==> src/rtl/ysyx_22040759_req_arbiter_pkg.sv <==
// ---------------------------------------------------------------------------
// ysyx_22040759_req_arbiter_pkg
// Shared definitions for the memory-request arbiter:
//   - FSM state encodings (ARB_IDLE / ARB_BUSY / ARB_RESP), 2-bit
//   - downstream response codes (RESP_OKAY / RESP_SLVERR)
//   - arbitration mode selectors for the PRIO_MODE parameter
// ---------------------------------------------------------------------------
package ysyx_22040759_req_arbiter_pkg;

    typedef logic [1:0] arb_state_t;

    localparam arb_state_t ARB_IDLE = 2'b00;
    localparam arb_state_t ARB_BUSY = 2'b01;
    localparam arb_state_t ARB_RESP = 2'b10;

    localparam logic [1:0] RESP_OKAY   = 2'b00;
    localparam logic [1:0] RESP_SLVERR = 2'b10;

    localparam int unsigned PRIO_FIXED = 0;
    localparam int unsigned PRIO_RR    = 1;

endpackage

==> src/rtl/ysyx_22040759_rr_pick.sv <==
// ---------------------------------------------------------------------------
// ysyx_22040759_rr_pick
// Purely combinational one-hot grant selector.
//   i_req   : request vector, bit i = channel i
//   i_ptr   : round-robin start index (ignored in fixed mode)
//   i_mode  : 0 = fixed priority (lowest index wins), 1 = round-robin
//   o_grant : one-hot grant, all-zero when no request is present
// ---------------------------------------------------------------------------
module ysyx_22040759_rr_pick #(
    parameter int unsigned NUM_CH = 2,
    parameter int unsigned PTR_W  = 1
) (
    input  logic [NUM_CH-1:0] i_req,
    input  logic [PTR_W-1:0]  i_ptr,
    input  logic              i_mode,
    output logic [NUM_CH-1:0] o_grant
);

    logic [PTR_W-1:0]    w_start;
    logic [2*NUM_CH-1:0] w_req2;
    logic [2*NUM_CH-1:0] w_rot;
    logic [NUM_CH-1:0]   w_rot_oh;
    logic [2*NUM_CH-1:0] w_unrot;
    logic                w_found;

    assign w_start = i_mode ? i_ptr : '0;
    assign w_req2  = {i_req, i_req};
    // Rotating the doubled vector right by the start index makes the
    // wrap-around search a plain lowest-set-bit search.
    assign w_rot   = w_req2 >> w_start;

    always_comb begin
        w_rot_oh = '0;
        w_found  = 1'b0;
        for (int unsigned k = 0; k < NUM_CH; k++) begin
            if (w_rot[k] && !w_found) begin
                w_rot_oh[k] = 1'b1;
                w_found     = 1'b1;
            end
        end
    end

    // Rotate back: bits pushed past NUM_CH-1 fold onto the low end.
    assign w_unrot = {{NUM_CH{1'b0}}, w_rot_oh} << w_start;
    assign o_grant = w_unrot[NUM_CH-1:0] | w_unrot[2*NUM_CH-1:NUM_CH];

endmodule

==> src/rtl/ysyx_22040759_req_arbiter.sv <==
// ---------------------------------------------------------------------------
// ysyx_22040759_req_arbiter
// N-channel memory-request arbiter in front of the single AXI bridge port.
// One outstanding transaction; grant and request fields are latched in IDLE,
// presented in BUSY, and completion is returned as a one-cycle ch_ready pulse
// in RESP. Fixed-priority or round-robin selection via PRIO_MODE.
//
// Optional feature macro: ARB_TIMEOUT_EN
//   defined   : BUSY is abandoned after TIMEOUT_CYC cycles without out_ready,
//               completing with resp = SLVERR and rdata = 0.
//   undefined : BUSY waits indefinitely.
//
// Ports:
//   clock, reset            clock / asynchronous active-high reset
//   ch_valid/req/addr/...   per-channel request inputs (packed lanes)
//   ch_ready/rdata/resp     per-channel completion outputs (packed lanes)
//   out_valid/req/addr/...  downstream request (latched fields)
//   out_ready/rdata/resp    downstream completion inputs
//   busy                    high whenever the FSM is not in IDLE
// ---------------------------------------------------------------------------
module ysyx_22040759_req_arbiter
    import ysyx_22040759_req_arbiter_pkg::*;
#(
    parameter int unsigned NUM_CH      = 2,
    parameter int unsigned ADDR_W      = 64,
    parameter int unsigned DATA_W      = 64,
    parameter int unsigned PRIO_MODE   = 0,
    parameter int unsigned TIMEOUT_CYC = 255
) (
    input  logic                       clock,
    input  logic                       reset,
    input  logic [NUM_CH-1:0]          ch_valid,
    input  logic [NUM_CH-1:0]          ch_req,
    input  logic [NUM_CH*ADDR_W-1:0]   ch_addr,
    input  logic [NUM_CH*DATA_W-1:0]   ch_wdata,
    input  logic [NUM_CH*2-1:0]        ch_size,
    output logic [NUM_CH-1:0]          ch_ready,
    output logic [NUM_CH*DATA_W-1:0]   ch_rdata,
    output logic [NUM_CH*2-1:0]        ch_resp,
    output logic                       out_valid,
    output logic                       out_req,
    output logic [ADDR_W-1:0]          out_addr,
    output logic [DATA_W-1:0]          out_wdata,
    output logic [1:0]                 out_size,
    input  logic                       out_ready,
    input  logic [DATA_W-1:0]          out_rdata,
    input  logic [1:0]                 out_resp,
    output logic                       busy
);

    localparam int unsigned PTR_W = (NUM_CH > 1) ? $clog2(NUM_CH) : 1;

    arb_state_t                r_state;
    logic [NUM_CH-1:0]         r_grant;
    logic [PTR_W-1:0]          r_rr_ptr;
    logic                      r_out_valid;
    logic                      r_out_req;
    logic [ADDR_W-1:0]         r_out_addr;
    logic [DATA_W-1:0]         r_out_wdata;
    logic [1:0]                r_out_size;
    logic [NUM_CH-1:0]         r_ch_ready;
    logic [NUM_CH*DATA_W-1:0]  r_ch_rdata;
    logic [NUM_CH*2-1:0]       r_ch_resp;

    logic [NUM_CH-1:0]         w_grant;
    logic                      w_rr_mode;
    logic                      w_sel_req;
    logic [ADDR_W-1:0]         w_sel_addr;
    logic [DATA_W-1:0]         w_sel_wdata;
    logic [1:0]                w_sel_size;
    logic [PTR_W-1:0]          w_next_ptr;
    logic                      w_timeout;
    logic                      w_done;
    logic [DATA_W-1:0]         w_cap_rdata;
    logic [1:0]                w_cap_resp;

    assign w_rr_mode = (PRIO_MODE == PRIO_RR);

    ysyx_22040759_rr_pick #(
        .NUM_CH (NUM_CH),
        .PTR_W  (PTR_W)
    ) u_pick (
        .i_req   (ch_valid),
        .i_ptr   (r_rr_ptr),
        .i_mode  (w_rr_mode),
        .o_grant (w_grant)
    );

    // One-hot mux of the winning channel's request fields.
    always_comb begin
        w_sel_req   = 1'b0;
        w_sel_addr  = '0;
        w_sel_wdata = '0;
        w_sel_size  = '0;
        for (int unsigned i = 0; i < NUM_CH; i++) begin
            if (w_grant[i]) begin
                w_sel_req   = ch_req[i];
                w_sel_addr  = ch_addr[i*ADDR_W +: ADDR_W];
                w_sel_wdata = ch_wdata[i*DATA_W +: DATA_W];
                w_sel_size  = ch_size[i*2 +: 2];
            end
        end
    end

    // Pointer to the channel after the current grant, wrapping to 0.
    always_comb begin
        w_next_ptr = '0;
        for (int unsigned i = 0; i < NUM_CH; i++) begin
            if (r_grant[i] && (i != NUM_CH - 1)) begin
                w_next_ptr = PTR_W'(i + 1);
            end
        end
    end

`ifdef ARB_TIMEOUT_EN
    localparam int unsigned CNT_W = $clog2(TIMEOUT_CYC + 1);

    logic [CNT_W-1:0] r_cnt;

    // Cleared while idle so every BUSY entry starts from zero.
    always_ff @(posedge clock or posedge reset) begin
        if (reset) begin
            r_cnt <= '0;
        end else if (r_state != ARB_BUSY) begin
            r_cnt <= '0;
        end else if (!out_ready && !w_timeout) begin
            r_cnt <= r_cnt + CNT_W'(1);
        end
    end

    assign w_timeout = (r_state == ARB_BUSY) && (r_cnt == CNT_W'(TIMEOUT_CYC));
`else
    assign w_timeout = 1'b0;
`endif

    // A real completion wins over a timeout reached in the same cycle.
    assign w_done      = out_ready || w_timeout;
    assign w_cap_rdata = out_ready ? out_rdata : '0;
    assign w_cap_resp  = out_ready ? out_resp  : RESP_SLVERR;

    always_ff @(posedge clock or posedge reset) begin
        if (reset) begin
            r_state     <= ARB_IDLE;
            r_grant     <= '0;
            r_rr_ptr    <= '0;
            r_out_valid <= 1'b0;
            r_out_req   <= 1'b0;
            r_out_addr  <= '0;
            r_out_wdata <= '0;
            r_out_size  <= '0;
            r_ch_ready  <= '0;
            r_ch_rdata  <= '0;
            r_ch_resp   <= '0;
        end else begin
            case (r_state)
                ARB_IDLE: begin
                    r_ch_ready <= '0;
                    if (|ch_valid) begin
                        r_grant     <= w_grant;
                        r_out_valid <= 1'b1;
                        r_out_req   <= w_sel_req;
                        r_out_addr  <= w_sel_addr;
                        r_out_wdata <= w_sel_wdata;
                        r_out_size  <= w_sel_size;
                        r_state     <= ARB_BUSY;
                    end
                end
                ARB_BUSY: begin
                    if (w_done) begin
                        r_out_valid <= 1'b0;
                        r_ch_ready  <= r_grant;
                        // Only the granted lane is rewritten; others hold.
                        for (int unsigned i = 0; i < NUM_CH; i++) begin
                            if (r_grant[i]) begin
                                r_ch_rdata[i*DATA_W +: DATA_W] <= w_cap_rdata;
                                r_ch_resp[i*2 +: 2]            <= w_cap_resp;
                            end
                        end
                        r_state <= ARB_RESP;
                    end
                end
                ARB_RESP: begin
                    r_ch_ready <= '0;
                    if (w_rr_mode) begin
                        r_rr_ptr <= w_next_ptr;
                    end
                    r_state <= ARB_IDLE;
                end
                default: begin
                    r_state <= ARB_IDLE;
                end
            endcase
        end
    end

    assign ch_ready  = r_ch_ready;
    assign ch_rdata  = r_ch_rdata;
    assign ch_resp   = r_ch_resp;
    assign out_valid = r_out_valid;
    assign out_req   = r_out_req;
    assign out_addr  = r_out_addr;
    assign out_wdata = r_out_wdata;
    assign out_size  = r_out_size;
    assign busy      = (r_state != ARB_IDLE);

endmodule

==> config.mk <==
export PLATFORM = sky130hd
export DESIGN_NAME = ysyx_22040759_req_arbiter
export DESIGN_NICKNAME = d
export VERILOG_FILES = /design/src/rtl/ysyx_22040759_req_arbiter_pkg.sv /design/src/rtl/ysyx_22040759_rr_pick.sv /design/src/rtl/ysyx_22040759_req_arbiter.sv
export SDC_FILE = /design/constraint.sdc
export NUM_CORES = 1
export LEC_CHECK = 0
export BUFFER_PORTS_ARGS = -buffer_cell sky130_fd_sc_hd__clkbuf_2
export CORE_AREA = 3 3 231 233
export CTS_CLUSTER_SIZE = 25
export DETAILED_ROUTE_END_ITERATION = 8
export DIE_AREA = 0 0 234 236
export PLACE_DENSITY_LB_ADDON = 0.15
export SYNTH_ARGS = -nofsm -noshare
export SYNTH_HDL_FRONTEND = slang
export SYNTH_HIERARCHICAL = 1
export SYNTH_SLANG_ARGS = --single-unit
==> constraint.sdc <==
create_clock -name clock -period 11.27 [get_ports clock]
set_clock_uncertainty 0.05 [all_clocks]
set_input_delay 1.127 -clock clock [delete_from_list [all_inputs] [get_ports clock]]
set_output_delay 1.127 -clock clock [all_outputs]
set_load 0.005 [all_outputs]
==> Word-level counts from Yosys, hierarchy flattened <==
Cells that the tools add are included.
{ "totals": {"out_inout_bits": 267, "elab_cells": 48, "ff_bits": 270} }
{ "classes": {"muxes": 18, "n_eq_ne": 4, "reduce_logical": 14} }
{ "ops": {"columns": ["operator", "count"], "rows": [
  ["2-to-1 mux 64 bit", 4],
  ["2-to-1 mux 2 bit", 5],
  ["AND reduction 3 bit", 3],
  ["one-hot mux 2 bit (2 select lines)", 2],
  ["2-to-1 mux 1 bit", 6],
  ["AND reduction 2 bit", 3],
  ["nonzero test 2 bit", 3],
  ["inequality test 2 bit, second input constant", 2],
  ["OR reduction 2 bit", 2],
  ["== test 2 x 1 -> 1 bit, second input constant", 1],
  ["== test 2 bit, second input constant", 1],
  ["zero test 2 bit", 1],
  ["one-hot mux 1 bit (2 select lines)", 1],
  ["logical AND 1 bit", 1],
  ["zero test 1 bit", 1]
]} }

==> Longest topological paths before layout <==
{ "depth": {"ltp_word": 5, "mapped_depth": 8, "mapped_depth_nobuf": 5} }

==> Hierarchy <==
Netlist, hierarchy kept.
{ "modules_own_cells": {"columns": ["module", "cells_per_inst", "n_inst", "area_per_inst_um2", "seq_area_each_um2"], "rows": [
  ["ysyx_22040759_req_arbiter", 746, 1, 12031.5, 6756.5],
  ["ysyx_22040759_rr_pick", 4, 1, 21.3, 0.0]
]} }

==> Worst setup path before layout <==
Ideal clock, no wire load.
{ "synth_path": {"path_kind": "input -> register", "startpoint": "input ch_valid[1]", "endpoint": "register r_out_size[0], in the netlist out_size[0]", "path_slack_ns": 8.855, "path_buffers": 3, "arrival_time_ns": 2.240, "setup_ns": 0.125, "path_stages": 7, "path_cell_list": "a21boi_1 buf_6 nor2b_2 buf_4 clkbuf_1 a22o_1 mux2_4"} }
{ "synth_between": {"elab_chain_len": 3, "elab_cells_between_ends": 5, "cone_classes": "mux (2); reduce/logical (3)"} }
{ "synth_rtl": {"columns": ["item", "line", "rtl"], "rows": [
  ["from (decl)", "ysyx_22040759_req_arbiter.sv:32", "input logic [NUM_CH-1:0] ch_valid,"],
  ["logical AND 1 bit", "ysyx_22040759_rr_pick.sv:36", "if (w_rot[k] && !w_found) begin"],
  ["2-to-1 mux 1 bit", "ysyx_22040759_rr_pick.sv:36", null],
  ["2-to-1 mux 2 bit", "ysyx_22040759_req_arbiter.sv:96", "if (w_grant[i]) begin"],
  ["to (signal assigned)", "ysyx_22040759_req_arbiter.sv:164", "r_out_size <= w_sel_size;"],
  ["to (decl)", "ysyx_22040759_req_arbiter.sv:60", "logic [1:0] r_out_size;"]
]} }
Parallel ways exist; a longest one is shown, timed or not.
A chain may end at the register's enable or synchronous reset.

==> Final worst setup path <==
{ "layout_path": {"startpoint": "input ch_valid[0]", "endpoint": "register r_out_addr[47], in the netlist out_addr[47]"} }
{ "layout_between": {"elab_chain_len": 5, "elab_cells_between_ends": 8, "cone_classes": "mux (4); reduce/logical (4)"} }
{ "layout_rtl": {"columns": ["item", "line", "rtl"], "rows": [
  ["2-to-1 mux 1 bit", "ysyx_22040759_rr_pick.sv:36", null],
  ["zero test 1 bit", "ysyx_22040759_rr_pick.sv:36", null],
  ["logical AND 1 bit", "ysyx_22040759_rr_pick.sv:36", null],
  ["2-to-1 mux 1 bit", "ysyx_22040759_rr_pick.sv:36", null],
  ["2-to-1 mux 64 bit", "ysyx_22040759_req_arbiter.sv:96", null],
  ["to (signal assigned)", "ysyx_22040759_req_arbiter.sv:162", "r_out_addr <= w_sel_addr;"],
  ["to (decl)", "ysyx_22040759_req_arbiter.sv:58", "logic [ADDR_W-1:0] r_out_addr;"]
]} }
Parallel ways exist; a longest one is shown, timed or not.

==> impl_metrics.csv <==
group,metric,value,unit
power,ir_drop,0.141,mV
routing,num_vias,8621,
critical_path,regToRegSetupSlack,8.34,ns
critical_path,cp-startpoint,"ch_valid[0]",
synthesis,syn-cell-area,12100,um2
power,total_power,0.00441,W
global_route,grt_util_met3,3.64,%
placement,hpwlAfterDp,30300,um
timing,period_needed,3.00,ns
clock_network,cts_buffer_depth,3,
clock_network,cts-buffers-inserted,34,
synthesis,postSynth.asyncResetShare,100,%
synthesis,synthFlopType,"dfrtp_1",
global_route,grt.met1_usage,16.7,%
clock_network,hold_buffers,0,
critical_path,critPathCaptureType,"flip-flop",
critical_path,cp.required,11.61,ns
routing,finalWirelength,41000,um
global_route,antenna_found_initial,2,
die,fp.dieW,234,um
die,dieHeight,236,um
worst_hold_path,min_to,"out_valid",
die,core_area,51400,um2
clock_network,clk_latency,0.52,ns
routing,routed_via_density,4.22,
global_route,grt_pass1_wl,60100,um
power,p_per_area,265,nW/um2
die,io_pins,600,
clock_network,cts.sinks,270,
flow_run,maxCapViolCount,0,
placement,io_buffers,599,
synthesis,yosysUniqueCellTypes,25,
timing,rsz0062_at_grt,"false",
critical_path,r2r-start,"r_state[0]",
routing,drc_errors,0,
clock_network,cts_max_level,2,
critical_path,crit_arrival,3.34,ns
final_layout,finish.utilization,32.4,%
die,rows,83,
timing,fmax,333,MHz
clock_network,clock-root-buffer,"clkbuf_16",
die,start_util,23.4,%
final_layout,drive_above_1_share,68.7,%
critical_path,worst_path_max_delay_cell,"buf_4",
critical_path,r2r.worst_path.cells,4,
synthesis,synth_warnings,6,
worst_hold_path,hp-class,"reg2reg",
clock_network,cts_resized,0,
global_route,grt_max_degree,96,
final_layout,num-nets-final,1675,
global_route,grt_use_met2,25.7,%
synthesis,synthCells,750,
critical_path,path_max_fanout,58,
placement,place_area,15600,um2
power,leakage,8.83,nW
die,die_area,55200,um2
critical_path,worstPathCellList,"clkbuf_2, nor2_1, nor2_4, buf_4, mux2_2",
global_route,busiest_layer,"met2",
routing,antenna_left,0,
timing,worstMarginPinSlew,1.01,ns
routing,wire_per_inst,20.1,um
routing,drtIter0Drc,282,
timing,maxSlewHeadroom,32.4,%
final_layout,area_growth,38.1,%
clock_network,post_cts_buffers,0,
status,outcome,"finished, final reports clean",
global_route,first_global_vias,9324,
critical_path,critPathLaunchType,"input pin",
synthesis,synth_seq_cells,270,
timing,drv_slew,0,
timing,finalSetupViolCount,0,
timing,final_hold_viol_count,0,
global_route,grt_overflow,0,
critical_path,r2r_end,"out_addr[47]",
placement,place_congestion,0.785,
synthesis,postSynthAreaPerCell,16.1,um2
timing,setup_tns,0,ns
routing,dr.pass1.iters,4,
worst_hold_path,hold_start,"out_valid",
clock_network,cts_tree,"done",
clock_network,clk_pin_slew_worst_paths,0.06,ns
global_route,grt.total_usage,14.3,%
timing,post-route-period-util,26.6,%
final_layout,fin_area,16600,um2
critical_path,critical-path-max-stage-delay,0.90,ns
synthesis,ys_seq_area_share,56.1,%
critical_path,path_class,"in2reg",
worst_hold_path,hold-path-cell-count,2,
synthesis,synth_enable_flop_cells,0,
[worst max-delay path, delay by kind of cell]
family,cells,cell delay [ns]
mux,1,0.42
buf+inv,2,1.02
simple gates,2,0.71
[flip-flops by register name, indices dropped and copies added, names as in the netlist]
register and cells:
ch_rdata 128, r_grant 2, out_size 2, ch_ready 2, out_addr 64, ch_resp 4, out_valid 1, out_wdata 64
out_req 1, r_state 2
[area by class of cell]
class | instances | area (um2)
antenna | 1 | 2.50
clock buffer | 50 | 1020
clock inverter | 7 | 63.8
fill | 5286 | 34800
inverter | 3 | 18.8
multi-input combinational | 423 | 4850
sequential | 270 | 6760
tap | 680 | 851
timing repair buffer | 610 | 3080
[placed cells by master (no fill, tap or decap)]
| cell type | Yosys | layout |
|---|---|---|
| a31oi_1 | 1 | 1 |
| dfrtp_1 | 270 | 270 |
| or2_2 | 1 | 1 |
| nor2_1 | 1 | 1 |
| nor2b_4 | 0 | 1 |
| nand2b_1 | 1 | 1 |
| bufinv_16 | 0 | 1 |
| nand3b_2 | 1 | 1 |
| mux2_2 | 117 | 117 |
| clkbuf_1 | 25 | 6 |
| buf_4 | 4 | 11 |
| nor2_4 | 1 | 1 |
| clkinv_2 | 0 | 5 |
| inv_1 | 2 | 1 |
| nand3_1 | 2 | 2 |
| o21ai_0 | 3 | 3 |
| diode_2 | 0 | 1 |
| a21boi_4 | 0 | 1 |
| clkbuf_2 | 0 | 599 |
| clkbuf_8 | 0 | 9 |
| nand2_4 | 0 | 2 |
| conb_1 | 1 | 4 |
| inv_2 | 1 | 1 |
| inv_8 | 0 | 1 |
| a22o_1 | 129 | 129 |
| or2_4 | 1 | 1 |
| inv_6 | 0 | 1 |
| clkbuf_16 | 0 | 35 |
| mux2_4 | 148 | 148 |
| nand2_1 | 9 | 9 |
[metrics by stage]
step                setup WS (ns)  instances  hold slack, ns
floorplan                    2.65        753           0.420
global placement             7.69       1986           0.422
detailed placement           7.69       1986           0.427
CTS                          8.27       2043           0.443
global route                 8.06       2044           0.466
finish                       8.27       2044           0.439
[logic make-up after synthesis]
| family | after synthesis | synth area share, % |
|---|---|---|
| muxes | 265 | 29.4 |
| other | 1 | 0.0311 |
| AOI/OAI and AO/OA | 134 | 9.61 |
| DFF | 270 | 56.1 |
| and+or+nand+nor | 20 | 0.934 |
| buffers and inverters | 60 | 4.00 |
[per-layer routing]
metal  share of wire (%)  wire, um  vias to the layer above
li1                    -         -                     3961
met1                  39     16100                     4324
met2                  52     21300                      281
met5               0.032        13                        -
met4                 2.2       921                        2
met3                 6.5      2680                       53
[cells in the mapped netlist (3+ instances only)]
library cell | number | share of area (%)
mux2_4 | 148 | 18
nand2_1 | 9 | 0.28
buf_2 | 9 | 0.37
dfrtp_1 | 270 | 56
mux2_2 | 117 | 11
buf_12 | 10 | 1.7
a22o_1 | 129 | 9.4
buf_6 | 9 | 0.84
buf_4 | 4 | 0.25
clkbuf_1 | 25 | 0.78
o21ai_0 | 3 | 0.12
[power breakdown]
group | switching (W) | internal, W
Sequential | 0.000247 | 0.00142
Combinational | 0.000680 | 0.000987
Clock | 0.000427 | 0.000648
Total | 0.00135 | 0.00306
[how the worst max path moves through the flow]
stage,cells past startpoint,slack [ns],to
after floorplan,1,2.65,ch_rdata[0]
after global placement,4,7.69,out_addr[30]
after detailed placement,4,7.69,out_addr[28]
after CTS,4,8.27,out_addr[47]
after global routing,4,8.06,out_addr[20]
final,5,8.27,out_addr[47]
No activity file was read; power rests on OpenSTA's default activity.
